[src/rtl/uart_fifo_core.sv]
// uart_fifo_core
//   UART with a configurable frame format and a first-word-fall-through FIFO
//   in each direction. The TX engine drains the TX FIFO onto uart_tx. The RX
//   engine deserialises uart_rx and pushes {frame_err, parity_err, data}
//   entries into the RX FIFO.
//
// Ports
//   clk, rst        system clock, synchronous active-high reset
//   uart_rx         asynchronous serial input, idle high
//   uart_tx         serial output, idle high
//   tx_data, tx_wr  byte to queue and its push strobe
//   tx_full         TX FIFO full
//   tx_busy         TX FIFO non-empty or a frame is on the line
//   rx_data         RX FIFO head data, zero-extended, 0 when empty
//   rx_parity_err   parity error flag of the RX head entry
//   rx_frame_err    framing error flag of the RX head entry
//   rx_empty        RX FIFO empty
//   rx_rd           pop the RX head
//   rx_overrun      sticky flag: a received frame was dropped
//   rx_overrun_clr  clear rx_overrun (a same-cycle set wins)
module uart_fifo_core #(
  parameter int CLOCK_FREQ = 50000000,
  parameter int BAUD       = 115200,
  parameter int DATA_BITS  = 8,
  parameter int PARITY     = 0,
  parameter int STOP_BITS  = 1,
  parameter int FIFO_DEPTH = 16
) (
  input  logic       clk,
  input  logic       rst,
  input  logic       uart_rx,
  output logic       uart_tx,
  input  logic [7:0] tx_data,
  input  logic       tx_wr,
  output logic       tx_full,
  output logic       tx_busy,
  output logic [7:0] rx_data,
  output logic       rx_parity_err,
  output logic       rx_frame_err,
  output logic       rx_empty,
  input  logic       rx_rd,
  output logic       rx_overrun,
  input  logic       rx_overrun_clr
);

  localparam int CPB   = CLOCK_FREQ / BAUD;
  localparam int AW    = $clog2(FIFO_DEPTH);
  localparam int CNT_W = $clog2(STOP_BITS * CPB + 1);
  localparam int RX_W  = DATA_BITS + 2;

  localparam logic [CNT_W-1:0] BIT_END  = CNT_W'(CPB - 1);
  localparam logic [CNT_W-1:0] HALF_END = CNT_W'(CPB / 2 - 1);
  localparam logic [CNT_W-1:0] STOP_END = CNT_W'(STOP_BITS * CPB - 1);
  localparam logic [2:0]       LAST_BIT = 3'(DATA_BITS - 1);
  localparam logic             ODD      = (PARITY == 1);
  localparam bit               HAS_PAR  = (PARITY != 0);

  typedef enum logic [2:0] {S_IDLE, S_START, S_DATA, S_PARITY, S_STOP} state_e;

  // ---------------- TX FIFO ----------------
  logic [DATA_BITS-1:0] txMem_q [FIFO_DEPTH];
  logic [AW:0]          txWrPtr_q, txRdPtr_q;
  logic                 txEmpty, txFullInt, txPush, txPop;
  logic [DATA_BITS-1:0] txHead;

  assign txEmpty   = (txWrPtr_q == txRdPtr_q);
  assign txFullInt = (txWrPtr_q[AW] != txRdPtr_q[AW]) &&
                     (txWrPtr_q[AW-1:0] == txRdPtr_q[AW-1:0]);
  // A pop in the same cycle frees the slot, so a push at full is then legal.
  assign txPush    = tx_wr && (!txFullInt || txPop);
  assign txHead    = txMem_q[txRdPtr_q[AW-1:0]];

  always_ff @(posedge clk) begin
    if (rst) begin
      txWrPtr_q <= '0;
      txRdPtr_q <= '0;
    end else begin
      if (txPush) begin
        txMem_q[txWrPtr_q[AW-1:0]] <= tx_data[DATA_BITS-1:0];
        txWrPtr_q <= txWrPtr_q + 1'b1;
      end
      if (txPop) txRdPtr_q <= txRdPtr_q + 1'b1;
    end
  end

  // ---------------- TX engine ----------------
  state_e               txState_q, txState_d;
  logic [CNT_W-1:0]     txCnt_q, txCnt_d;
  logic [2:0]           txBit_q, txBit_d;
  logic [DATA_BITS-1:0] txShift_q, txShift_d;
  logic                 txPar_q, txPar_d;

  always_ff @(posedge clk) begin
    if (rst) begin
      txState_q <= S_IDLE;
      txCnt_q   <= '0;
      txBit_q   <= '0;
      txShift_q <= '0;
      txPar_q   <= 1'b0;
    end else begin
      txState_q <= txState_d;
      txCnt_q   <= txCnt_d;
      txBit_q   <= txBit_d;
      txShift_q <= txShift_d;
      txPar_q   <= txPar_d;
    end
  end

  always_comb begin
    txState_d = txState_q;
    txCnt_d   = txCnt_q + 1'b1;
    txBit_d   = txBit_q;
    txShift_d = txShift_q;
    txPar_d   = txPar_q;
    txPop     = 1'b0;
    case (txState_q)
      S_IDLE: begin
        txCnt_d = '0;
        if (!txEmpty) begin
          txPop     = 1'b1;
          txShift_d = txHead;
          txPar_d   = (^txHead) ^ ODD;
          txState_d = S_START;
        end
      end
      S_START: begin
        if (txCnt_q == BIT_END) begin
          txCnt_d   = '0;
          txBit_d   = '0;
          txState_d = S_DATA;
        end
      end
      S_DATA: begin
        if (txCnt_q == BIT_END) begin
          txCnt_d   = '0;
          txShift_d = txShift_q >> 1;
          txBit_d   = txBit_q + 1'b1;
          if (txBit_q == LAST_BIT) txState_d = HAS_PAR ? S_PARITY : S_STOP;
        end
      end
      S_PARITY: begin
        if (txCnt_q == BIT_END) begin
          txCnt_d   = '0;
          txState_d = S_STOP;
        end
      end
      S_STOP: begin
        if (txCnt_q == STOP_END) begin
          txCnt_d   = '0;
          txState_d = S_IDLE;
        end
      end
      default: txState_d = S_IDLE;
    endcase
  end

  always_comb begin
    case (txState_q)
      S_START:  uart_tx = 1'b0;
      S_DATA:   uart_tx = txShift_q[0];
      S_PARITY: uart_tx = txPar_q;
      default:  uart_tx = 1'b1;
    endcase
  end

  assign tx_full = txFullInt;
  assign tx_busy = (txState_q != S_IDLE) || !txEmpty;

  // ---------------- RX synchroniser ----------------
  // rxPrev_q is one more stage used only for falling-edge detection.
  logic rxMeta_q, rxSync_q, rxPrev_q;

  always_ff @(posedge clk) begin
    if (rst) begin
      rxMeta_q <= 1'b1;
      rxSync_q <= 1'b1;
      rxPrev_q <= 1'b1;
    end else begin
      rxMeta_q <= uart_rx;
      rxSync_q <= rxMeta_q;
      rxPrev_q <= rxSync_q;
    end
  end

  // ---------------- RX engine ----------------
  state_e               rxState_q, rxState_d;
  logic [CNT_W-1:0]     rxCnt_q, rxCnt_d;
  logic [2:0]           rxBit_q, rxBit_d;
  logic [DATA_BITS-1:0] rxShift_q, rxShift_d;
  logic                 rxParErr_q, rxParErr_d;
  logic                 rxPushReq;

  always_ff @(posedge clk) begin
    if (rst) begin
      rxState_q  <= S_IDLE;
      rxCnt_q    <= '0;
      rxBit_q    <= '0;
      rxShift_q  <= '0;
      rxParErr_q <= 1'b0;
    end else begin
      rxState_q  <= rxState_d;
      rxCnt_q    <= rxCnt_d;
      rxBit_q    <= rxBit_d;
      rxShift_q  <= rxShift_d;
      rxParErr_q <= rxParErr_d;
    end
  end

  always_comb begin
    rxState_d  = rxState_q;
    rxCnt_d    = rxCnt_q + 1'b1;
    rxBit_d    = rxBit_q;
    rxShift_d  = rxShift_q;
    rxParErr_d = rxParErr_q;
    rxPushReq  = 1'b0;
    case (rxState_q)
      S_IDLE: begin
        rxCnt_d = '0;
        if (rxPrev_q && !rxSync_q) begin
          rxParErr_d = 1'b0;
          rxState_d  = S_START;
        end
      end
      S_START: begin
        // Mid-start sample; a high level here means the edge was a glitch.
        if (rxCnt_q == HALF_END) begin
          rxCnt_d   = '0;
          rxBit_d   = '0;
          rxState_d = rxSync_q ? S_IDLE : S_DATA;
        end
      end
      S_DATA: begin
        if (rxCnt_q == BIT_END) begin
          rxCnt_d   = '0;
          rxShift_d = {rxSync_q, rxShift_q[DATA_BITS-1:1]};
          rxBit_d   = rxBit_q + 1'b1;
          if (rxBit_q == LAST_BIT) rxState_d = HAS_PAR ? S_PARITY : S_STOP;
        end
      end
      S_PARITY: begin
        if (rxCnt_q == BIT_END) begin
          rxCnt_d    = '0;
          rxParErr_d = rxSync_q ^ ((^rxShift_q) ^ ODD);
          rxState_d  = S_STOP;
        end
      end
      S_STOP: begin
        if (rxCnt_q == BIT_END) begin
          rxCnt_d   = '0;
          rxPushReq = 1'b1;
          rxState_d = S_IDLE;
        end
      end
      default: rxState_d = S_IDLE;
    endcase
  end

  // ---------------- RX FIFO ----------------
  logic [RX_W-1:0] rxMem_q [FIFO_DEPTH];
  logic [AW:0]     rxWrPtr_q, rxRdPtr_q;
  logic            rxEmptyInt, rxFullInt, rxPush, rxPop, rxOverrun_q;
  logic [RX_W-1:0] rxEntry, rxHead;
  logic [7:0]      rxDataExt;

  assign rxEmptyInt = (rxWrPtr_q == rxRdPtr_q);
  assign rxFullInt  = (rxWrPtr_q[AW] != rxRdPtr_q[AW]) &&
                      (rxWrPtr_q[AW-1:0] == rxRdPtr_q[AW-1:0]);
  assign rxPop      = rx_rd && !rxEmptyInt;
  assign rxPush     = rxPushReq && (!rxFullInt || rxPop);
  assign rxEntry    = {~rxSync_q, rxParErr_q, rxShift_q};
  assign rxHead     = rxMem_q[rxRdPtr_q[AW-1:0]];

  always_ff @(posedge clk) begin
    if (rst) begin
      rxWrPtr_q   <= '0;
      rxRdPtr_q   <= '0;
      rxOverrun_q <= 1'b0;
    end else begin
      if (rxPush) begin
        rxMem_q[rxWrPtr_q[AW-1:0]] <= rxEntry;
        rxWrPtr_q <= rxWrPtr_q + 1'b1;
      end
      if (rxPop) rxRdPtr_q <= rxRdPtr_q + 1'b1;
      if (rxPushReq && !rxPush) rxOverrun_q <= 1'b1;
      else if (rx_overrun_clr)  rxOverrun_q <= 1'b0;
    end
  end

  // Outputs are forced to zero while empty so stale memory never shows.
  always_comb begin
    rxDataExt = '0;
    if (!rxEmptyInt) rxDataExt[DATA_BITS-1:0] = rxHead[DATA_BITS-1:0];
  end

  assign rx_data       = rxDataExt;
  assign rx_parity_err = !rxEmptyInt && rxHead[DATA_BITS];
  assign rx_frame_err  = !rxEmptyInt && rxHead[DATA_BITS+1];
  assign rx_empty      = rxEmptyInt;
  assign rx_overrun    = rxOverrun_q;

endmodule

[config.mk]
export PLATFORM = sky130hd
export DESIGN_NAME = uart_fifo_core
export DESIGN_NICKNAME = d
export VERILOG_FILES = /design/src/rtl/uart_fifo_core.sv
export SDC_FILE = /design/constraint.sdc
export NUM_CORES = 1
export LEC_CHECK = 0
export BUFFER_PORTS_ARGS = -buffer_cell sky130_fd_sc_hd__buf_2
export CAP_MARGIN = 20
export CORE_MARGIN = 10
export CORE_UTILIZATION = 30
export DETAILED_ROUTE_END_ITERATION = 16
export GPL_TIMING_DRIVEN = 0
export SLEW_MARGIN = 10
export SYNTH_ARGS = -nofsm -noshare
export SYNTH_HDL_FRONTEND = slang
export SYNTH_SLANG_ARGS = --single-unit
[constraint.sdc]
create_clock -name clk -period 3.65 [get_ports clk]
set_clock_uncertainty 0.15 [all_clocks]
set_input_delay 0 -clock clk [delete_from_list [all_inputs] [get_ports clk]]
set_output_delay 0 -clock clk [all_outputs]
set_load 0.005 [all_outputs]
**Yosys cells after proc, flatten, opt, wreduce, memory -nomap -nowiden**

Memory sizes are Yosys's and may differ from the RTL's. A register that Yosys moved wholly into a read port is not among the register bits.
Index checks and enable logic that the tools add are counted.

- Bits in registers: 72
- Bits in latches: 0
- Memory bits (writable): 288
- Memory bits (read-only): 0
- Input port bits: 14
- Output and inout bits: 15
- Logic and storage cells: 149
- Memories: 2

- Add/sub/neg operators: 8
- $mul: 0
- Div/mod/pow operators: 0
- Order comparisons: 0
- Eq/ne operators: 31
- Shift-type cells: 0
- Mux-type cells: 49
- Bitwise operators: 3
- Reductions and logical operators: 38

Memories:

| memory | words | bits a word | rd ports | clocked after Yosys merged registers in | write ports | RTL line | RTL |
|---|---|---|---|---|---|---|---|
| rxMem_q | 16 | 10 | 1 | 1 | 1 | 259 | `logic [RX_W-1:0] rxMem_q [FIFO_DEPTH];` |
| txMem_q | 16 | 8 | 1 | 1 | 1 | 61 | `logic [DATA_BITS-1:0] txMem_q [FIFO_DEPTH];` |

Operator list:

| operator | count |
|---|---|
| 3-bit 2-to-1 mux | 15 |
| 3-bit case mux with 5 select lines | 2 |
| 9-bit 2-to-1 mux | 3 |
| 9-bit case mux with 3 select lines | 1 |
| 8-bit 2-to-1 mux | 3 |
| 2-bit != test (second input constant) | 12 |
| 5-bit by 1-bit adder with 5-bit output (second input constant) | 4 |
| 9-bit by 1-bit adder with 9-bit output (second input constant) | 2 |
| 9-bit == test (second input constant) | 2 |
| 9-bit case mux with 2 select lines | 1 |
| 4-bit 2-to-1 mux | 4 |
| 8-bit case mux with 2 select lines | 1 |
| 8-bit parity | 2 |
| 1-bit 2-to-1 mux | 14 |
| 3-bit by 2-bit == test with 1-bit output (second input constant) | 4 |
| 3-bit == test (second input constant) | 4 |
| 3-bit case mux with 2 select lines | 2 |
| 3-bit AND reduction | 4 |
| 6-bit AND reduction | 2 |
| 5-bit == test | 2 |
| 2-bit nonzero test | 5 |
| 9-bit by 8-bit == test with 1-bit output (second input constant) | 1 |
| 1-bit logical AND | 9 |
| 4-bit == test | 2 |
| 15 further kinds | 28 |

**Longest topological paths before layout**

Gate-level depths: netlist of run 1.

- Depth in word-level cells: 8
- Mapped depth: 9
- Gate-level depth less buffers: 8

**Worst setup path after synthesis of run 1**

OpenSTA, ideal clock, no wires.

- Path type: register to register
- Start point: register rxCnt_q[3]
- End point: memory rxMem_q[3][0] (netlist name) (enable)
- Setup time: 0.390 ns
- Data arrival time: 2.289 ns
- Data required time: 3.110 ns
- Path slack: 0.821 ns
- Stages on the path, launching flop included: 9
- Path buffers: 1
- Clock period less this slack: 2.829 ns
- Cells stage by stage: dfxtp_1 > nor4bb_1 > and4_1 > nand3_1 > nor2b_1 > buf_2 > and2b_1 > nand2_1 > nor3_1

- Word-level cells in the longest chain between the ends: 7

RTL lines:

| element | RTL line | RTL |
|---|---|---|
| start, declared | 187 | `logic [CNT_W-1:0] rxCnt_q, rxCnt_d;` |
| start signal, assigned | 202 | `rxCnt_q <= rxCnt_d;` |
| 9-bit == test | 248 | `if (rxCnt_q == BIT_END) begin` |
| 1-bit 2-to-1 mux | 248 |  |
| 1-bit 2-to-1 mux | 216 | `case (rxState_q)` |
| 1-bit logical AND | 269 | `assign rxPush = rxPushReq && (!rxFullInt \|\| rxPop);` |
| 1-bit 2-to-1 mux | 279 | `if (rxPush) begin` |
| 1-bit 2-to-1 mux | 274 | `if (rst) begin` |
| 1-bit 2-to-1 mux (implied by the code) | 280 | `rxMem_q[rxWrPtr_q[AW-1:0]] <= rxEntry;` |
| end, declared | 259 |  |

Every way passes these cells.

**Worst setup path in the final report of run 1**

- Start point: register rxCnt_q[3]
- End point: memory rxMem_q[4][2] (netlist name) (enable)

The elaborated chain is that of the path after synthesis.

==> results of run 1 <==
-- cell families (layout without fill, tap and decap cells) --
group	after synthesis	count (layout)	synth area share, %
buf+inv	57	172	1.73
xor+xnor	56	56	3.33
mux	99	99	13.9
compound gates	57	57	2.57
simple gates	230	230	7.22
fa+ha+maj	20	20	1.68
flops	368	368	69.5
-- sequential cells by signal, indices dropped and copies added (netlist names), 3 cells and up, named ones only --
signal,count
rxBit_q,3
rxCnt_q,9
rxMem_q,160
rxRdPtr_q,5
rxShift_q,8
rxState_q,3
rxWrPtr_q,5
txBit_q,3
txCnt_q,9
txMem_q,128
txRdPtr_q,5
txShift_q,8
txState_q,3
txWrPtr_q,5
-- power by group --
group / internal [mW] / total [mW] / switching [mW]
clock: 2.26 / 3.86 / 1.60
combinational: 0.425 / 0.924 / 0.499
sequential: 4.57 / 4.63 / 0.0564
total: 7.25 / 9.41 / 2.15
-- tightest hold or removal path: stages --
cell	delay, ps
dlygate4sd3_1	520
buf_2	100
or2_2	90
-- stage by stage --
step	total power [mW]	setup WS, ps	instances	setup TNS [ps]	hold WS, ps
after global placement	5.63	-289	1579	-5980	68.8
after CTS	9.52	379	1665	0	53.7
after detailed placement	5.64	432	1585	0	73.2
after floorplan	5.40	821	887	0	-51.1
final	9.41	424	1666	0	67.0
after global routing	9.82	143	1666	0	71.5
-- layout make-up --
| type | count | area, µm² |
|---|---|---|
| tap | 664 | 831 |
| clock inverter | 25 | 236 |
| fill | 4606 | 31600 |
| inverter | 16 | 60.1 |
| sequential | 368 | 10200 |
| buffer | 41 | 195 |
| timing repair buffer | 49 | 348 |
| multi-input combinational | 462 | 4280 |
| clock buffer | 41 | 993 |
-- routing by layer --
layer  wire, µm  share of wire [%]  GRT usage, %
met2      14300                 47          16.5
met3       1390                4.6          2.16
met5          0                  0             0
met1      13900                 46          13.7
met4        527                1.8          2.57
-- how the worst max path moves through the flow --
| stage | startpoint | to | slack, ps | cells after the start |
|---|---|---|---|---|
| 2_1_floorplan | rxCnt_q[3] | rxMem_q[3][0] | 820 | 8 |
| 5_1_grt | rxCnt_q[8] | rxMem_q[14][2] | 140 | 8 |
| 3_5_place_dp | rxCnt_q[8] | rxMem_q[13][0] | 430 | 8 |
| 3_3_place_gp | rxCnt_q[8] | rxMem_q[2][2] | -290 | 8 |
| 4_1_cts | rxCnt_q[8] | rxMem_q[12][2] | 380 | 8 |
| 6_report | rxCnt_q[3] | rxMem_q[4][2] | 420 | 8 |
-- timing repair --
item,4_1_cts,5_1_grt
endpoints found under the hold margin,152,0
hold buffers,14,0
setup buffers,0,0
endpoints found under the setup margin,0,0
resized for setup,0,0
-- layout by cell type (no fill, tap or decap), types with 5 or more instances in the layout --
cell and instances:
a211oi_1 8, a21oi_1 16, a22oi_1 20, buf_2 37, buf_6 8, clkbuf_1 25
clkbuf_16 39, clkinv_1 7, clkinv_2 6, dfxtp_1 80, dlygate4sd3_1 14, edfxtp_1 288
ha_1 19, inv_1 15, mux2i_1 17, mux4_1 10, mux4_2 72, nand2_1 37
nand2b_1 8, nand3_1 12, nand4_1 13, nor2_1 111, nor2b_1 18, nor3_2 9
nor3b_1 5, o21ai_0 5, xnor2_1 32, xor2_1 24
==> impl_metrics.ini, run 1 <==
[run_status]
status = finished, final reports clean

[worst_hold_path]
min_path_type = in -> reg
whs_path_depth = 3
holdPathEnd = rxMeta_q
worstHoldStart = uart_rx

[route]
antenna_left = 0
drt_pass1_iterations = 5
routed_wl_um = 30100
drt_iter0_markers = 587
routed-via-count = 7646
wire_per_inst_um = 18.1
drc_errors = 0
vias_per_cell = 4.59

[power_and_ir_drop]
leakagePower_nw = 5.64
vdd_drop_max_v = 0.000539
power_density_mw_per_mm2 = 547

[critical_path]
reg2reg_to = rxMem_q[4][2]
timing.rr.start = rxCnt_q[3]
arrival_ps = 3200
critPathLaunchType = register
critical-path-slowest-cell = nor2_1
path_cells = nor4bb_1 -> and4_1 -> nand3_1 -> nor2b_1 -> buf_2 -> and2b_1 -> nand2_1 -> nor2_1
cp.required_ps = 3630
worstSetupEndpointType = register
rrSetupSlack_ps = 420
critPathKind = reg -> reg
crit_family = simple AND/OR/NAND/NOR gates
max_stage_delay_ps = 840
cp_max_fo = 10
cp_num_buf_inv = 1
reg2reg_depth = 8

[place]
hpwl_um = 19400
dpl_cell_area_mm2 = 0.0158
io_buffers = 28
routabilityCongestion = 0.783

[synth]
async_flop_share_pct = 0
synthesis.nets = 920
netlist_top_cells_count = edfxtp_1, nor2_1, dfxtp_1, mux4_2, nand2_1
synth_cell_types = 46
synth_edf_count = 288
synth_warnings = 0
netlist_instances = 887
yosys.area.top_type = edfxtp_1
yosysTopAreaCellShare_pct = 58.7
synthFlopType = edfxtp_1
synth-seq-cells = 368
synth_area_mm2 = 0.0147
synth.area.top_cells = edfxtp_1, mux4_2, dfxtp_1
yosysSeqAreaShare_pct = 69.5
syn_area_per_cell_um2 = 16.6
synth_most_common_cell = edfxtp_1

[sta]
min_period_ps = 3230
rsz0062_at_grt = no
setup_viol = 0
period_share_pct = 88.4
slew_violations = 0
worstMarginPinSlew_ps = 1070
hold_viol_final = 0
relSlewSlack_pct = 28.4
fmax_ghz = 0.310

[final_layout]
n_antenna_cell = 0
drive_above_1_share_pct = 19.3
post-route-util_pct = 35.3
final_area_mm2 = 0.0172
nNetsFinal = 1009
area_delta_synth_final_pct = 16.6

[clock_tree]
cts.path.max_buffers = 3
clockRootBuffer = clkbuf_16
cts_buffers = 38
clk_pin_slew_ps = 60
cts_sinks = 368
cts_tree = done
cts_max_level = 2
worstSkewPairLatency_ps = 530

[global_route]
grt_pass1_wl_um = 47100
grt_pass1_vias = 7941
antenna_found_initial = 0
grt_max_degree = 20
grt_overflow_total = 0
grtUsageTotal_pct = 10.2

[floorplanning]
fp.dieW_um = 242
die-area_mm2 = 0.0584
num_io_pins = 29
rows = 81
initial_core_util_pct = 30.2
core_mm2 = 0.0487
die_h_um = 242

[job]
cap_violations = 0
Power figures use the tool's default switching activity.
==> run 2: changes to the inputs <==
- clock period: 3.65 -> 3.2 ns (I/O delays scaled with it)
==> impl_metrics.ini, run 2 (synthesis results as in run 1) <==
[run_status]
status = finished, final reports clean

[sta]
worstMarginPinSlew_ps = 1020
hold_viol_final = 0
relSlewSlack_pct = 31.9
setup_viol = 0
fmax_ghz = 0.318
rsz0062_at_grt = yes
min_period_ps = 3140
slew_violations = 0
period_share_pct = 98.2
fin_setup_tns_ps = 0

[clock_tree]
clk_pin_slew_ps = 60
cts.path.max_buffers = 3
cts_tree = done
worstSkewPairLatency_ps = 530
cts_buffers = 38
cts_sinks = 368
cts_max_level = 2
clockRootBuffer = clkbuf_16

[worst_hold_path]
worstHoldStart = uart_rx
holdPathEnd = rxMeta_q
whs_path_depth = 3
min_path_type = in -> reg

[power_and_ir_drop]
comb_power_share_pct = 9.8
pwr-share-seq_pct = 49.2
switchingPower_mw = 2.45
power.total_mw = 10.7
swShare_pct = 22.9
clkPwrFrac_pct = 40.9
power_density_mw_per_mm2 = 621
power.internal_mw = 8.27
vdd_drop_max_v = 0.000617
leakagePower_nw = 5.63

[floorplanning]
rows = 81
initial_core_util_pct = 30.2
num_io_pins = 29
die-area_mm2 = 0.0584
die_h_um = 242
core_mm2 = 0.0487
fp.dieW_um = 242

[place]
dpl_cell_area_mm2 = 0.0158
routabilityCongestion = 0.783
hpwl_um = 19400
io_buffers = 28

[route]
vias_per_cell = 4.58
wire_per_inst_um = 18.1
antenna_left = 0
routed-via-count = 7624
routed_wl_um = 30200
drt_iter0_markers = 554
drt_pass1_iterations = 5
drc_errors = 0

[final_layout]
area_delta_synth_final_pct = 17.2
final_common_cell = edfxtp_1
final_area_mm2 = 0.0173
final_cell_mix = edfxtp_1, nor2_1, dfxtp_1, mux4_2, clkbuf_16
drive_above_1_share_pct = 21.2
largest_reg_flops = 160
n_antenna_cell = 0
fillCellCount = 4592
post-route-util_pct = 35.4
nNetsFinal = 1008

[global_route]
grt_use_met1_pct = 13.7
antenna_found_initial = 0
grt_use_met3_pct = 2.16
grt_pass1_vias = 7955
grt_overflow_total = 0
grtUsageTotal_pct = 10.2
grt_pass1_wl_um = 47200
grt_max_degree = 20
grt_use_met2_pct = 16.5
grt_busiest_layer = met2

[critical_path]
critPathLaunchType = register
timing.rr.start = txWrPtr_q[3]
reg2reg_to = txMem_q[8][1]
arrival_ps = 3150
cp_max_fo = 10
cp.required_ps = 3200
critPathKind = reg -> reg
reg2reg_depth = 8
rrSetupSlack_ps = 60
worstSetupEndpointType = register

[job]
cap_violations = 0
==> run 2: cell types whose count changed in the layout (fill, tap and decap cells not counted), moves of 2 or more <==
cell    before  now
nor2_1     111   92
nor3_2       9    7
nor2_4       0    6
nor2_2       0   13
nor3_4       0    2
==> run 2: what timing repair did <==
| item | CTS | global route |
|---|---|---|
| endpoints found under the setup margin | 88 | 201 |
| resized for setup | 7 | 21 |
| buffers inserted | 0 | 1 |
| endpoints found under the hold margin | 152 | 0 |
| hold buffers | 14 | 0 |
| pin swaps | 0 | 1 |
==> run 2: layout make-up <==
| type | count | area (µm²) | share of cell area [%] |
|---|---|---|---|
| inverters | 16 | 60.1 | 0.348 |
| flip-flops and latches | 368 | 10200 | 59.3 |
| multi-input cells | 462 | 4370 | 25.3 |
| clock inverters | 25 | 236 | 1.37 |
| repair buffers | 49 | 348 | 2.01 |
| plain buffers | 40 | 194 | 1.12 |
| clock buffers | 41 | 993 | 5.75 |
| well taps | 664 | 831 | 4.81 |
==> run 2: power by group through the flow <==
stage	registers, mW	clock network [mW]	logic (mW)
finish	5.28	4.39	1.06
floorplan	5.36	0	0.801
CTS	5.28	4.51	1.07
global route	5.29	4.73	1.18
global placement	5.38	0	1.04
detailed placement	5.38	0	1.06
==> run 2: routing by layer <==
| layer | part of all wire [%] | up-vias |
|---|---|---|
| met5 | 0 | - |
| met4 | 1.7 | 0 |
| met3 | 4.3 | 46 |
| met2 | 48 | 128 |
| met1 | 46 | 3875 |
| li1 | - | 3575 |
==> run 2: worst max-delay path by stage <==
stage | startpoint | endpoint | slack, ps | cells after the start
finish | txWrPtr_q[3] | txMem_q[8][1] | 60 | 8
global route | txWrPtr_q[3] | txMem_q[10][1] | -190 | 8
CTS | rxCnt_q[8] | rxMem_q[8][6] | -70 | 8
detailed placement | rxCnt_q[8] | rxMem_q[13][0] | -20 | 8
global placement | rxCnt_q[8] | rxMem_q[2][2] | -740 | 8
floorplan | rxCnt_q[3] | rxMem_q[3][0] | 370 | 8
==> run 2: critical path, stage by stage (launching register included) <==
cell and delay (ps):
dfxtp_1 300, clkbuf_1 470, xor2_1 190, nor4_1 90
nand2_1 110, o21a_1 260, nor2b_1 280, nand2_1 190
nor2_1 730
==> run 2: stage by stage <==
stage | hold slack (ps) | worst slack (ps) | std cells
3_5_place_dp | 73.2 | -18.3 | 1585
2_1_floorplan | -51.1 | 371 | 887
5_1_grt | 71.5 | -187 | 1665
4_1_cts | 53.7 | -66.8 | 1665
6_report | 66.7 | 56.7 | 1665
3_3_place_gp | 68.8 | -739 | 1579
==> run 3: changes to the inputs <==
- ABC_AREA: default -> 1
==> impl_metrics.ini, run 3 <==
[critical_path]
critPathLaunchType = register
rrSetupSlack_ps = 380
reg2reg_depth = 8
path_cells = clkbuf_1 -> buf_2 -> mux2i_1 -> o211ai_1 -> nand3_1 -> a21oi_1 -> buf_2
reg2reg_to = rxMem_q[1][2]
worstSetupEndpointType = output pin
cp.required_ps = 3050
cp_common_cell = buf_2
critPathKind = reg -> out
cp_max_fo = 10
timing.rr.start = rxCnt_q[5]
arrival_ps = 2900
critical-path-slowest-cell = clkbuf_1
max_stage_delay_ps = 510

[floorplanning]
num_io_pins = 29
rows = 83
fp.dieW_um = 248
core_mm2 = 0.0514
die_h_um = 248
initial_core_util_pct = 30.3
die-area_mm2 = 0.0615

[route]
vias_per_cell = 4.70
routed_wl_um = 38200
drt_iter0_markers = 773
routed-via-count = 10600
drc_errors = 0
wire_per_inst_um = 17.0
antenna_left = 0
drt_pass1_iterations = 5

[final_layout]
stdcell_count = 2251
area_delta_synth_final_pct = 16.3
fillCellCount = 5116
largest_reg_flops = 160
nNetsFinal = 1573
multi_input_area_mm2 = 0.00441
final_common_cell = edfxtp_1
n_antenna_cell = 0
final_cell_mix = edfxtp_1, nand2_1, inv_1, nand3_1, a21oi_1
post-route-util_pct = 35.3
drive_above_1_share_pct = 8.34
regArea_mm2 = 0.0102

[global_route]
grt_pass1_vias = 10300
grt_max_degree = 22
antenna_found_initial = 0
grt_overflow_total = 0
grt_pass1_wl_um = 58000
grtUsageTotal_pct = 12.2

[sta]
period_share_pct = 95.3
slew_violations = 0
worstMarginPinSlew_ps = 1030
holdWs_ps = 195
rsz0062_at_grt = no
relSlewSlack_pct = 31.3
min_period_ps = 3050
setup_viol = 0
hold_viol_final = 0
fmax_ghz = 0.328
fin_setup_tns_ps = 0

[run_status]
status = finished, final reports clean

[synth]
synthesis.nets = 1483
synth_cell_types = 36
syn_area_per_cell_um2 = 10.8
synth_edf_count = 288
synth_most_common_cell = edfxtp_1
synth_warnings = 0
yosysSeqAreaShare_pct = 65.7
netlist_top_cells_count = edfxtp_1, nand2_1, inv_1, nand3_1, a21oi_1
synth.area.top_cells = edfxtp_1, dfxtp_1, nand2_1
netlist_instances = 1450
synth_area_mm2 = 0.0156
yosysTopAreaCellShare_pct = 55.4
yosys.area.top_type = edfxtp_1
synth-seq-cells = 368
synthFlopType = edfxtp_1
async_flop_share_pct = 0

[power_and_ir_drop]
vdd_drop_max_v = 0.000461
power.internal_mw = 8.88
pwr-share-seq_pct = 42.9
leakagePower_nw = 6.76
swShare_pct = 29.1
comb_power_share_pct = 19.9
switchingPower_mw = 3.64
power.total_mw = 12.5
power_density_mw_per_mm2 = 691
clkPwrFrac_pct = 37.1

[clock_tree]
cts_setup_buffers = 0
cts_sinks = 368
worstSkewPairLatency_ps = 540
cts.path.max_buffers = 3
cts_resized = 0
cts_max_level = 2
clockRootBuffer = clkbuf_16
clk_pin_slew_ps = 70
cts_buffers = 39
cts_tree = done
hold_buffers = 15

[worst_hold_path]
min_path_type = in -> reg
worstHoldStart = tx_wr
holdPathEnd = txWrPtr_q[0]
whs_path_depth = 4

[place]
dp.cells = 2160
routabilityCongestion = 0.861
hpwl_um = 25500
io_buffers = 27

[job]
cap_violations = 0
-- run 3: kinds of logic after synthesis --
logic type	after synthesis	synth area share, %
fa+ha+maj	19	1.52
xor+xnor	24	1.35
buf+inv	239	6.12
flops	368	65.7
compound gates	247	8.94
simple gates	513	13.8
mux	40	2.57
-- run 3: routing by layer --
layer  global-route usage (%)  wire length (µm)  up-vias
li1                         -                 -     5164
met1                     15.6             16800     5066
met2                     20.2             18000      291
met3                     2.62              2610       66
met4                     3.78               866        0
met5                        0                 0        -
-- run 3: worst max path at each step --
stage	end	slack [ps]	depth (start not counted)
floorplan	txMem_q[3][0]	1020	8
global placement	txMem_q[7][7]	10	8
detailed placement	rxMem_q[1][3]	330	8
CTS	rx_data[6]	190	7
global route	rx_data[6]	20	7
finish	rx_data[3]	150	7
-- run 3: worst max-delay path: cells and delay by family (launching register included) --
family,cells,cell delay [ps]
and+or+nand+nor,1,130
AOI/OAI and AO/OA,2,610
muxes,1,160
buffers and inverters,3,1070
DFF,1,390
-- run 3: cell type report --
type | instances | share of cell area, %
Clock inverter | 23 | 1.52
Tap cell | 680 | 4.69
Timing Repair Buffer | 49 | 1.93
Sequential cell | 368 | 56.5
Inverter | 178 | 3.68
Clock buffer | 49 | 5.76
Multi-Input combinational cell | 843 | 24.3
Buffer | 61 | 1.58
-- run 3: power groups by stage --
stage | Clock [mW] | Combinational, mW | Sequential, mW
after CTS | 4.74 | 2.50 | 5.37
after detailed placement | 0 | 2.48 | 5.47
final | 4.65 | 2.50 | 5.38
after floorplan | 0 | 1.78 | 5.45
after global routing | 4.93 | 2.86 | 5.39
after global placement | 0 | 2.44 | 5.47
-- run 3: per-stage QoR --
| step | area (µm²) | worst slack [ps] |
|---|---|---|
| floorplan | 15600 | 1020 |
| global placement | 16600 | 9.80 |
| detailed placement | 16600 | 332 |
| CTS | 18100 | 187 |
| global route | 18100 | 25.0 |
| finish | 18100 | 151 |
